==> src/rtl/alu_pkg.sv <==
// Shared encodings for the EX-stage ALU decode and the multiply/divide unit.
package alu_pkg;

    // aluop classes from the main decoder
    localparam logic [1:0] ALUOP_ADD   = 2'b00;
    localparam logic [1:0] ALUOP_SUB   = 2'b01;
    localparam logic [1:0] ALUOP_RTYPE = 2'b10;
    localparam logic [1:0] ALUOP_SLT   = 2'b11;

    // R-type funct codes
    localparam logic [5:0] F_ADD   = 6'b100000;
    localparam logic [5:0] F_SUB   = 6'b100010;
    localparam logic [5:0] F_AND   = 6'b100100;
    localparam logic [5:0] F_OR    = 6'b100101;
    localparam logic [5:0] F_SLT   = 6'b101010;
    localparam logic [5:0] F_SLL   = 6'b000000;
    localparam logic [5:0] F_SRL   = 6'b000010;
    localparam logic [5:0] F_MULT  = 6'b011000;
    localparam logic [5:0] F_MULTU = 6'b011001;
    localparam logic [5:0] F_DIV   = 6'b011010;
    localparam logic [5:0] F_DIVU  = 6'b011011;
    localparam logic [5:0] F_MFHI  = 6'b010000;
    localparam logic [5:0] F_MTHI  = 6'b010001;
    localparam logic [5:0] F_MFLO  = 6'b010010;
    localparam logic [5:0] F_MTLO  = 6'b010011;

    // main-ALU control encodings
    localparam logic [2:0] ALU_ADD = 3'b010;
    localparam logic [2:0] ALU_SUB = 3'b110;
    localparam logic [2:0] ALU_AND = 3'b000;
    localparam logic [2:0] ALU_OR  = 3'b001;
    localparam logic [2:0] ALU_SLT = 3'b111;
    localparam logic [2:0] ALU_SLL = 3'b100;
    localparam logic [2:0] ALU_SRL = 3'b101;

    typedef enum logic [1:0] {
        MD_IDLE = 2'd0,
        MD_MUL  = 2'd1,
        MD_DIV  = 2'd2
    } md_state_t;

    // True for the eight funct codes owned by the mul/div unit (0110xx, 0100xx)
    function automatic logic is_md_funct(input logic [5:0] f);
        return (f[5:2] == 4'b0110) || (f[5:2] == 4'b0100);
    endfunction

endpackage

==> src/rtl/muldiv_iter.sv <==
// Iterative multiply (shift-add) / divide (restoring), one bit per cycle.
//
//   state   | meaning
//   --------+-----------------------------------------------------------
//   MD_IDLE | no operation; waiting for start
//   MD_MUL  | shift-add multiply; acc = running high half, mq = low half
//   MD_DIV  | restoring divide; acc = partial remainder, mq = quotient
//
// Signed operations run on magnitudes; the sign fixup is applied to the
// final-step values so hi_out/lo_out are ready on the cycle done is high.
module muldiv_iter
    import alu_pkg::*;
#(
    parameter int WIDTH = 32
) (
    input  logic             clk,
    input  logic             reset_n,
    input  logic             start,
    input  logic             op_div,
    input  logic             op_signed,
    input  logic             flush,
    input  logic [WIDTH-1:0] opa,
    input  logic [WIDTH-1:0] opb,
    output logic             busy,
    output logic             done,
    output logic [WIDTH-1:0] hi_out,
    output logic [WIDTH-1:0] lo_out
);

    localparam int CW = $clog2(WIDTH + 1);

    md_state_t        state_q, state_d;
    logic [CW-1:0]    cnt_q, cnt_d;
    logic [WIDTH-1:0] acc_q, acc_d;
    logic [WIDTH-1:0] mq_q, mq_d;
    logic [WIDTH-1:0] opnd_q, opnd_d;
    logic             neg_q, neg_d;
    logic             neg_rem_q, neg_rem_d;

    logic [WIDTH:0]     mul_sum;
    logic [WIDTH:0]     div_shift;
    logic [WIDTH-1:0]   div_diff;
    logic               div_ge;
    logic [WIDTH-1:0]   acc_step, mq_step;
    logic [2*WIDTH-1:0] prod_fix;
    logic [WIDTH-1:0]   mag_a, mag_b;

    // One iteration step plus sign fixup of its result
    always_comb begin
        mul_sum   = {1'b0, acc_q} + {1'b0, (mq_q[0] ? opnd_q : '0)};
        div_shift = {acc_q, mq_q[WIDTH-1]};
        // Only used when div_shift >= divisor, so the true difference fits WIDTH bits
        div_diff  = div_shift[WIDTH-1:0] - opnd_q;
        div_ge    = (div_shift >= {1'b0, opnd_q});
        if (state_q == MD_MUL) begin
            acc_step = mul_sum[WIDTH:1];
            mq_step  = {mul_sum[0], mq_q[WIDTH-1:1]};
        end else begin
            acc_step = div_ge ? div_diff : div_shift[WIDTH-1:0];
            mq_step  = {mq_q[WIDTH-2:0], div_ge};
        end
        prod_fix = neg_q ? -{acc_step, mq_step} : {acc_step, mq_step};
        if (state_q == MD_MUL) begin
            hi_out = prod_fix[2*WIDTH-1:WIDTH];
            lo_out = prod_fix[WIDTH-1:0];
        end else begin
            hi_out = neg_rem_q ? -acc_step : acc_step;
            lo_out = neg_q ? -mq_step : mq_step;
        end
        busy = (state_q != MD_IDLE);
        done = busy && (cnt_q == CW'(1));
    end

    // Next-state: flush aborts, otherwise iterate or accept a new operation
    always_comb begin
        mag_a     = (op_signed && opa[WIDTH-1]) ? -opa : opa;
        mag_b     = (op_signed && opb[WIDTH-1]) ? -opb : opb;
        state_d   = state_q;
        cnt_d     = cnt_q;
        acc_d     = acc_q;
        mq_d      = mq_q;
        opnd_d    = opnd_q;
        neg_d     = neg_q;
        neg_rem_d = neg_rem_q;
        if (flush) begin
            state_d = MD_IDLE;
            cnt_d   = '0;
        end else if (state_q != MD_IDLE) begin
            acc_d = acc_step;
            mq_d  = mq_step;
            cnt_d = cnt_q - CW'(1);
            if (cnt_q == CW'(1)) begin
                state_d = MD_IDLE;
            end
        end else if (start) begin
            state_d   = op_div ? MD_DIV : MD_MUL;
            cnt_d     = CW'(WIDTH);
            acc_d     = '0;
            mq_d      = mag_a;
            opnd_d    = mag_b;
            neg_d     = op_signed && (opa[WIDTH-1] ^ opb[WIDTH-1]);
            neg_rem_d = op_signed && opa[WIDTH-1];
        end
    end

    // Iteration registers with synchronous reset
    always_ff @(posedge clk) begin
        if (!reset_n) begin
            state_q   <= MD_IDLE;
            cnt_q     <= '0;
            acc_q     <= '0;
            mq_q      <= '0;
            opnd_q    <= '0;
            neg_q     <= 1'b0;
            neg_rem_q <= 1'b0;
        end else begin
            state_q   <= state_d;
            cnt_q     <= cnt_d;
            acc_q     <= acc_d;
            mq_q      <= mq_d;
            opnd_q    <= opnd_d;
            neg_q     <= neg_d;
            neg_rem_q <= neg_rem_d;
        end
    end

endmodule

==> src/rtl/alu_muldiv_ctrl.sv <==
// EX-stage ALU control: alucontrol decode, HI/LO registers, mul/div
// sequencing and the stall handshake towards the pipeline controller.
module alu_muldiv_ctrl
    import alu_pkg::*;
#(
    parameter int WIDTH = 32
) (
    input  logic             clk,
    input  logic             reset_n,
    input  logic             valid,
    input  logic             flush,
    input  logic [1:0]       aluop,
    input  logic [5:0]       funct,
    input  logic [WIDTH-1:0] srca,
    input  logic [WIDTH-1:0] srcb,
    output logic [2:0]       alucontrol,
    output logic             illegal,
    output logic             mdsel,
    output logic [WIDTH-1:0] mdresult,
    output logic             stall,
    output logic             busy,
    output logic [WIDTH-1:0] hi,
    output logic [WIDTH-1:0] lo
);

    logic             funct_legal;
    logic             md_class;
    logic             md_start;
    logic             mt_ok;
    logic             md_busy;
    logic             md_done;
    logic [WIDTH-1:0] md_hi, md_lo;
    logic [WIDTH-1:0] hi_q, hi_d, lo_q, lo_d;

    // alucontrol / illegal decode; md codes map to ADD as a harmless default
    always_comb begin
        alucontrol  = ALU_ADD;
        funct_legal = 1'b1;
        case (aluop)
            ALUOP_ADD: alucontrol = ALU_ADD;
            ALUOP_SUB: alucontrol = ALU_SUB;
            ALUOP_SLT: alucontrol = ALU_SLT;
            default: begin
                case (funct)
                    F_ADD:   alucontrol = ALU_ADD;
                    F_SUB:   alucontrol = ALU_SUB;
                    F_AND:   alucontrol = ALU_AND;
                    F_OR:    alucontrol = ALU_OR;
                    F_SLT:   alucontrol = ALU_SLT;
                    F_SLL:   alucontrol = ALU_SLL;
                    F_SRL:   alucontrol = ALU_SRL;
                    default: begin
                        alucontrol  = ALU_ADD;
                        funct_legal = is_md_funct(funct);
                    end
                endcase
            end
        endcase
        illegal = valid && (aluop == ALUOP_RTYPE) && !funct_legal;
    end

    // Mul/div class qualification, stall handshake and MFHI/MFLO mux
    always_comb begin
        md_class = valid && (aluop == ALUOP_RTYPE) && is_md_funct(funct);
        stall    = md_busy && md_class && !flush;
        mt_ok    = md_class && !md_busy && !flush;
        md_start = mt_ok && (funct[5:2] == 4'b0110);
        mdsel    = md_class && ((funct == F_MFHI) || (funct == F_MFLO));
        mdresult = '0;
        if (mdsel) begin
            mdresult = funct[1] ? lo_q : hi_q;
        end
    end

    muldiv_iter #(
        .WIDTH(WIDTH)
    ) u_iter (
        .clk      (clk),
        .reset_n  (reset_n),
        .start    (md_start),
        .op_div   (funct[1]),
        .op_signed(~funct[0]),
        .flush    (flush),
        .opa      (srca),
        .opb      (srcb),
        .busy     (md_busy),
        .done     (md_done),
        .hi_out   (md_hi),
        .lo_out   (md_lo)
    );

    // HI/LO next value: completion write, else MTHI/MTLO; flush blocks both
    always_comb begin
        hi_d = hi_q;
        lo_d = lo_q;
        if (md_done && !flush) begin
            hi_d = md_hi;
            lo_d = md_lo;
        end else if (mt_ok && (funct == F_MTHI)) begin
            hi_d = srca;
        end else if (mt_ok && (funct == F_MTLO)) begin
            lo_d = srca;
        end
    end

    // Architectural HI/LO registers
    always_ff @(posedge clk) begin
        if (!reset_n) begin
            hi_q <= '0;
            lo_q <= '0;
        end else begin
            hi_q <= hi_d;
            lo_q <= lo_d;
        end
    end

    assign busy = md_busy;
    assign hi   = hi_q;
    assign lo   = lo_q;

endmodule

==> config.mk <==
export PLATFORM = sky130hd
export DESIGN_NAME = alu_muldiv_ctrl
export DESIGN_NICKNAME = d
export VERILOG_FILES = /design/src/rtl/alu_pkg.sv /design/src/rtl/muldiv_iter.sv /design/src/rtl/alu_muldiv_ctrl.sv
export SDC_FILE = /design/constraint.sdc
export NUM_CORES = 1
export LEC_CHECK = 0
export CORE_AREA = 8 8 267 140
export CTS_CLUSTER_DIAMETER = 60
export DETAILED_ROUTE_END_ITERATION = 16
export DIE_AREA = 0 0 275 148
export PLACE_DENSITY_LB_ADDON = 0.15
export SKIP_LAST_GASP = 1
export SYNTH_ARGS = -nofsm -noshare
export SYNTH_HDL_FRONTEND = slang
export SYNTH_HIERARCHICAL = 1
export SYNTH_SLANG_ARGS = --single-unit
==> constraint.sdc <==
create_clock -name clk -period 5.4 [get_ports clk]
set_input_delay 1.08 -clock clk [delete_from_list [all_inputs] [get_ports clk]]
set_output_delay 1.08 -clock clk [all_outputs]
set_load 0.01 [all_outputs]
==> results.cfg, run 1 <==
[status]
status = finished, violations left
violations = negative setup slack

[detailed_routing]
detail-route-antenna-nets = 0
vias = 18302
wl_per_cell_microns = 24.3
dr.pass1.iters = 6
wirelength_microns = 69200
drtIter0Drc = 2666
drc = 0
avgViaCountPerCell = 6.44

[yosys]
synth_edf_count = 0
synth_nets = 2331
yosysWarnings = 6
synth.distinct_cells = 93
ys_seq_area_share_pct = 20.6
synth_cells = 2183
post-synth-top-area-cell = dfxtp_1
synthArstFlopShare_pct = 0
yosysTopAreaCellShare_pct = 20.6
synth_flop_cell = dfxtp_1
synth_area_leaders = dfxtp_1 (21%), mux2i_1 (7.8%), o211a_1 (5.8%)
ys_ff_latch = 170
syn_area_sq_um = 16500
postSynthAreaPerCell_sq_um = 7.57

[setup_path]
crit_buf_inv = 3
critPathTopFamily = compound AO/OA/AOI/OAI gates
reg2reg_to = hi[15]
critPathLaunchType = flop
r2r_cells = 19
cp_max_fo = 4
cpMostUsedCell = buf_4
path_class = reg -> reg
r2r-start = u_iter/opnd_q[1]
cp-end-kind = flop
ff2ff_setup_slack_ns = -0.01
required_ns = 5.81
cp_slowest_cell = o41a_1
crit_chain = inv_1 > ha_1 > nor2b_1 > o2111a_1 > o21ai_2 > a21boi_4 > buf_4 > o31a_1 > or3_1 > nor2_2 > nand4_1 > o41a_1 > nand2_1 > a21oi_1 > xnor2_1 > buf_4 > mux2i_1 > o21ai_1 > o211a_1
cp_data_arrival_time_ns = 5.82
worst_path_largest_cell_delay_ns = 0.52

[worst_hold_path]
min-delay-start = u_iter/cnt_q[5]
hold_depth = 1
min_to = u_iter/cnt_q[5]
min_path_type = reg -> reg

[timing]
setup_viol = 1
rsz0062_at_grt = false
period_share_pct = 100
finalSetupTns_ns = -0.0130
tightest_slew_ns = 1.07
slew-limit-headroom_pct = 28.5
setup_slack_ns = -0.0130
max_freq_mhz = 185
final.min_clock_period_ns = 5.41
hold_viol_final = 0
skew_ns = 0.0211
maxSlewViolCount = 0

[layout]
final_area_sq_um = 20000
layout-drive-gt1-share_pct = 9.91
syn_to_final_growth_pct = 21.3
instances_no_fill = 2843
finalNetCount = 2527

[die]
die_x_microns = 275
pin_count = 179
rows = 48
coreArea_sq_um = 33800
initial_core_util_pct = 48.9
die_area_sq_um = 40700
dieHeight_microns = 148

[grt]
antenna_found_initial = 3
first_global_vias = 16470
overflow = 0
grt_pass1_wl_microns = 103000
grt_usage_pct = 32.7
grt_start_max_net_pins = 84

[cts]
htree_levels = 4
postCtsSetupRepairBufs = 0
insertion_delay_ns = 0.46
numClockSinks = 170
path_clk_slew_ns = 0.08
cts-root-buf = clkbuf_16
cts_made_buffers = 17
cts_tree = built
clockBufferDepth = 2

[placed_design]
port_buffers = 178
gp_congestion = 1.09
dp_hpwl_microns = 54500
place_inst = 2810
placed_cell_area_sq_um = 19400

[run]
cap_violations = 0

[power]
p_total_uw = 3120
leakagePower_uw = 0.00894
p_per_area_nw_per_um2 = 156
ir_worst_vdd_uv = 164
==> metrics by stage <==
step / worst slack, ns / hold WS [ns] / util [%]
finish: -0.0130 / 0.483 / 59.4
global route: 0.00789 / 0.510 / 59.4
CTS: 0.0163 / 0.479 / 59.2
detailed placement: 0.0470 / 0.469 / 57.4
global placement: 0.0723 / 0.454 / 57.4
floorplan: 0.691 / 0.439 / -
==> Yosys cell counts (all sizes together) (60+ instances only) <==
cell type,count
a21oi,132
clkbuf,100
dfxtp,170
ha,70
inv,84
mux2i,129
nand2,240
nor2,144
nor3,60
o211a,96
o21ai,163
xnor2,89
xor2,70
==> power breakdown <==
part	leakage, uW	switching (uW)	internal [uW]
registers	0.00137	1.15	1250
logic	0.00727	292	219
clock network	0.000297	646	706
total	0.00894	939	2180
==> worst register-to-register path: stages (launching register included) <==
cell      delay, ns
dfxtp_1        0.35
inv_1          0.09
ha_1           0.43
nor2b_1        0.23
o2111a_1       0.32
o21ai_2        0.42
a21boi_4       0.17
buf_4          0.20
o31a_1         0.38
or3_1          0.50
nor2_2         0.38
nand4_1        0.29
o41a_1         0.52
nand2_1        0.14
a21oi_1        0.10
xnor2_1        0.34
buf_4          0.18
mux2i_1        0.06
o21ai_1        0.10
o211a_1        0.16
==> cell type report <==
cell class | instances | area (sq um)
repair buffers | 327 | 2940
inverters | 84 | 315
clock buffers | 18 | 429
fillers | 3145 | 13700
diodes | 1 | 2.50
flip-flops and latches | 170 | 3400
clock inverters | 14 | 178
well taps | 450 | 563
multi-input cells | 1779 | 12200
==> state kept, by name, summed over array words and instances (netlist names) <==
signal	count
u_iter/neg_rem_q	1
u_iter/neg_q	1
hi	32
u_iter/mq_q	32
u_iter/acc_q	32
u_iter/opnd_q	32
u_iter/cnt_q	6
lo	32
u_iter/state_q	2
==> worst max path at each step <==
stage / from / endpoint / slack, ns / cells past startpoint
2_1_floorplan: u_iter/mq_q[0] / hi[26] / 0.69 / 20
3_3_place_gp: u_iter/opnd_q[1] / hi[15] / 0.07 / 19
3_5_place_dp: u_iter/opnd_q[1] / hi[15] / 0.05 / 19
4_1_cts: u_iter/opnd_q[1] / hi[15] / 0.02 / 19
5_1_grt: u_iter/mq_q[0] / hi[22] / 0.008 / 20
6_report: u_iter/opnd_q[1] / hi[15] / -0.01 / 19
==> kinds of logic (layout without fill, tap and decap cells) <==
group,after synthesis,in the layout,synth area share (%)
AO/OA/AOI/OAI,700,700,29.6
XOR/XNOR,159,159,8.43
adder cells (fa/ha/maj),72,72,5.55
buffers and inverters,234,443,6.12
flip-flops,170,170,20.6
multiplexers,131,131,7.95
other,0,1,0
AND/OR/NAND/NOR,717,717,21.8
==> routing by layer <==
layer	wire (microns)	GRT usage, %	vias to the layer above
met5	29	0	-
met4	914	5.83	4
met3	9940	11.3	93
met2	25000	41.0	1145
met1	33300	51.5	8701
li1	-	-	8359
==> repair_timing <==
item / in CTS / in global routing
endpoints found under the setup margin: 0 / 20
hold buffers: 0 / 0
gates resized for setup: 0 / 14
==> placed cells by master, fill, tap and decap left out, types with 29 or more instances in the layout <==
master	count
a21boi_0	36
a21oi_1	129
a31oi_1	29
and2_1	58
buf_4	146
clkdlybuf4s50_1	176
dfxtp_1	170
ha_1	70
inv_1	83
mux2i_1	129
nand2_1	240
nand3_1	31
nor2_1	141
nor2b_1	30
nor3_1	58
o211a_1	96
o211ai_1	45
o21ai_0	145
xnor2_1	89
xor2_1	69
No activity file was read; power rests on OpenSTA's default activity.
==> run 2: changes to the inputs <==
==> constraint.sdc (replaced) <==
create_clock -name clk -period 5.4 [get_ports clk]
set_input_delay 1.08 -clock clk [delete_from_list [all_inputs] [get_ports clk]]
set_output_delay 1.08 -clock clk [all_outputs]
set_load 0.1 [all_outputs]
==> results.cfg, run 2 (synthesized netlist as in run 1, its figures left out) <==
[detailed_routing]
vias = 18392
drtIter0Drc = 3018
dr.pass1.iters = 6
wirelength_microns = 70000
avgViaCountPerCell = 6.44
wl_per_cell_microns = 24.5
detail-route-antenna-nets = 0
drc = 0

[cts]
cts_hold_buf = 0
clockBufferDepth = 2
cts_tree = built
cts-root-buf = clkbuf_16
numClockSinks = 170
insertion_delay_ns = 0.47
path_clk_slew_ns = 0.07
htree_levels = 4
cts_made_buffers = 17

[grt]
grt_usage_pct = 33.3
grt_start_max_net_pins = 92
antenna_found_initial = 3
overflow = 0
grt_pass1_wl_microns = 105000
first_global_vias = 16533

[timing]
setup_viol = 0
rsz0062_at_grt = true
hold_viol_final = 0
setup_slack_ns = 0.223
tightest_slew_ns = 1.16
maxSlewViolCount = 0
final.min_clock_period_ns = 5.18
slew-limit-headroom_pct = 22.6
skew_ns = 0.0183
period_share_pct = 95.9
max_freq_mhz = 193

[layout]
instances_no_fill = 2856
layout_commonest_cell = nand2_1
layout-drive-gt1-share_pct = 11.9
finalNetCount = 2540
final_cell_mix = nand2_1 (240), dfxtp_1 (170), buf_4 (164)
nFillCells = 3104
register_area_sq_um = 3400
syn_to_final_growth_pct = 23.6
multi_input_area_sq_um = 12200

[die]
die_x_microns = 275
initial_core_util_pct = 48.9
pin_count = 179
coreArea_sq_um = 33800
dieHeight_microns = 148
die_area_sq_um = 40700
rows = 48

[setup_path]
path_class = reg -> reg
cp-end-kind = flop
r2r_cells = 21
reg2reg_to = hi[26]
r2r-start = u_iter/opnd_q[5]
cp_data_arrival_time_ns = 5.53
cp_max_fo = 8
critPathLaunchType = flop
ff2ff_setup_slack_ns = 0.22
required_ns = 5.76

[power]
p_total_uw = 3100
leakagePower_uw = 0.00914
p_per_area_nw_per_um2 = 152
ir_worst_vdd_uv = 167

[worst_hold_path]
min_to = u_iter/cnt_q[5]
min_path_type = reg -> reg
hold_depth = 1
min-delay-start = u_iter/cnt_q[5]

[placed_design]
port_buffers = 178
place_inst = 2821
gp_congestion = 1.15
place_ws_ns = 0.197
dp_hpwl_microns = 55400

[status]
status = finished, final reports clean

[run]
cap_violations = 0
==> run 2: cell types whose count changed in the layout (fill, tap and decap cells not counted), sizes merged <==
cell / change
buf: +51
clkdlybuf4s50: -38
clkinv: +1
clkinvlp: +1
inv: -2
==> run 2: per-layer routing <==
| metal | up-vias | global-route usage [%] | wire, microns |
|---|---|---|---|
| li1 | 8382 | - | - |
| met1 | 8805 | 52.1 | 33400 |
| met2 | 1116 | 41.0 | 25300 |
| met3 | 81 | 12.5 | 10200 |
| met4 | 8 | 5.72 | 762 |
| met5 | - | 4.76 | 280 |
==> run 2: timing repair <==
action	4_1_cts	5_1_grt
setup endpoints to repair	0	17
gates resized for setup	0	11
endpoints found under the hold margin	0	0
setup buffers	0	2
==> run 2: power by group <==
| part | switching (uW) | internal, uW |
|---|---|---|
| logic | 301 | 219 |
| registers | 1.17 | 1250 |
| clock network | 630 | 695 |
| total | 932 | 2170 |
==> run 2: cell type report <==
| cell class | count | share of cell area, % |
|---|---|---|
| inverter | 84 | 1.54 |
| clock buffer | 18 | 2.10 |
| timing repair buffer | 340 | 16.5 |
| multi-input combinational | 1779 | 59.7 |
| clock inverter | 14 | 0.779 |
| antenna | 1 | 0.0123 |
| sequential | 170 | 16.7 |
| tap | 450 | 2.76 |
==> run 2: metrics by stage <==
stage                     hold slack (ns)  instance area (sq um)  TNS, ns  utilization [%]
final                               0.491                  20400        0             60.5
after global routing                0.525                  20400  -0.0637             60.5
after CTS                           0.483                  20300        0             60.3
after detailed placement            0.469                  19800        0             58.5
after global placement              0.453                  19800        0             58.5
after floorplan                     0.439                  16500        0                -
==> run 2: worst max-delay path, cell delays in order, from the launching register on <==
cell      delay, ns
dfxtp_1        0.34
inv_1          0.06
ha_1           0.32
buf_4          0.18
nand4_1        0.31
nor4_1         0.11
a32oi_1        0.26
buf_4          0.16
nand3_2        0.16
buf_4          0.21
nor2_4         0.21
buf_4          0.23
nor2_1         0.07
a221o_1        0.36
or4b_1         0.67
or4_4          0.49
nor4b_1        0.26
a211oi_1       0.11
xnor2_1        0.16
mux2i_1        0.13
o21ai_0        0.12
o211a_1        0.15
==> run 2: worst max path at each step <==
stage / start / end / slack, ns / cells after the start
2_1_floorplan: u_iter/state_q[1] / stall / 0.16 / 5
3_3_place_gp: u_iter/opnd_q[1] / hi[25] / 0.18 / 18
3_5_place_dp: u_iter/mq_q[0] / hi[26] / 0.20 / 19
4_1_cts: u_iter/opnd_q[1] / hi[25] / 0.15 / 18
5_1_grt: u_iter/opnd_q[0] / hi[30] / -0.06 / 21
6_report: u_iter/opnd_q[5] / hi[26] / 0.22 / 21
==> run 3: changes to the inputs <==
--- a/config.mk
+++ b/config.mk
@@ -7,10 +7,12 @@
 export LEC_CHECK = 0
 export CORE_AREA = 8 8 267 140
 export CTS_CLUSTER_DIAMETER = 60
+export CTS_CLUSTER_SIZE = 12
 export DETAILED_ROUTE_END_ITERATION = 16
 export DIE_AREA = 0 0 275 148
 export PLACE_DENSITY_LB_ADDON = 0.15
 export SKIP_LAST_GASP = 1
+export SLEW_MARGIN = 10
 export SYNTH_ARGS = -nofsm -noshare
 export SYNTH_HDL_FRONTEND = slang
 export SYNTH_HIERARCHICAL = 1
==> results of run 3 <==
No change in the layout: final DEF, timing and power equal those of run 2.
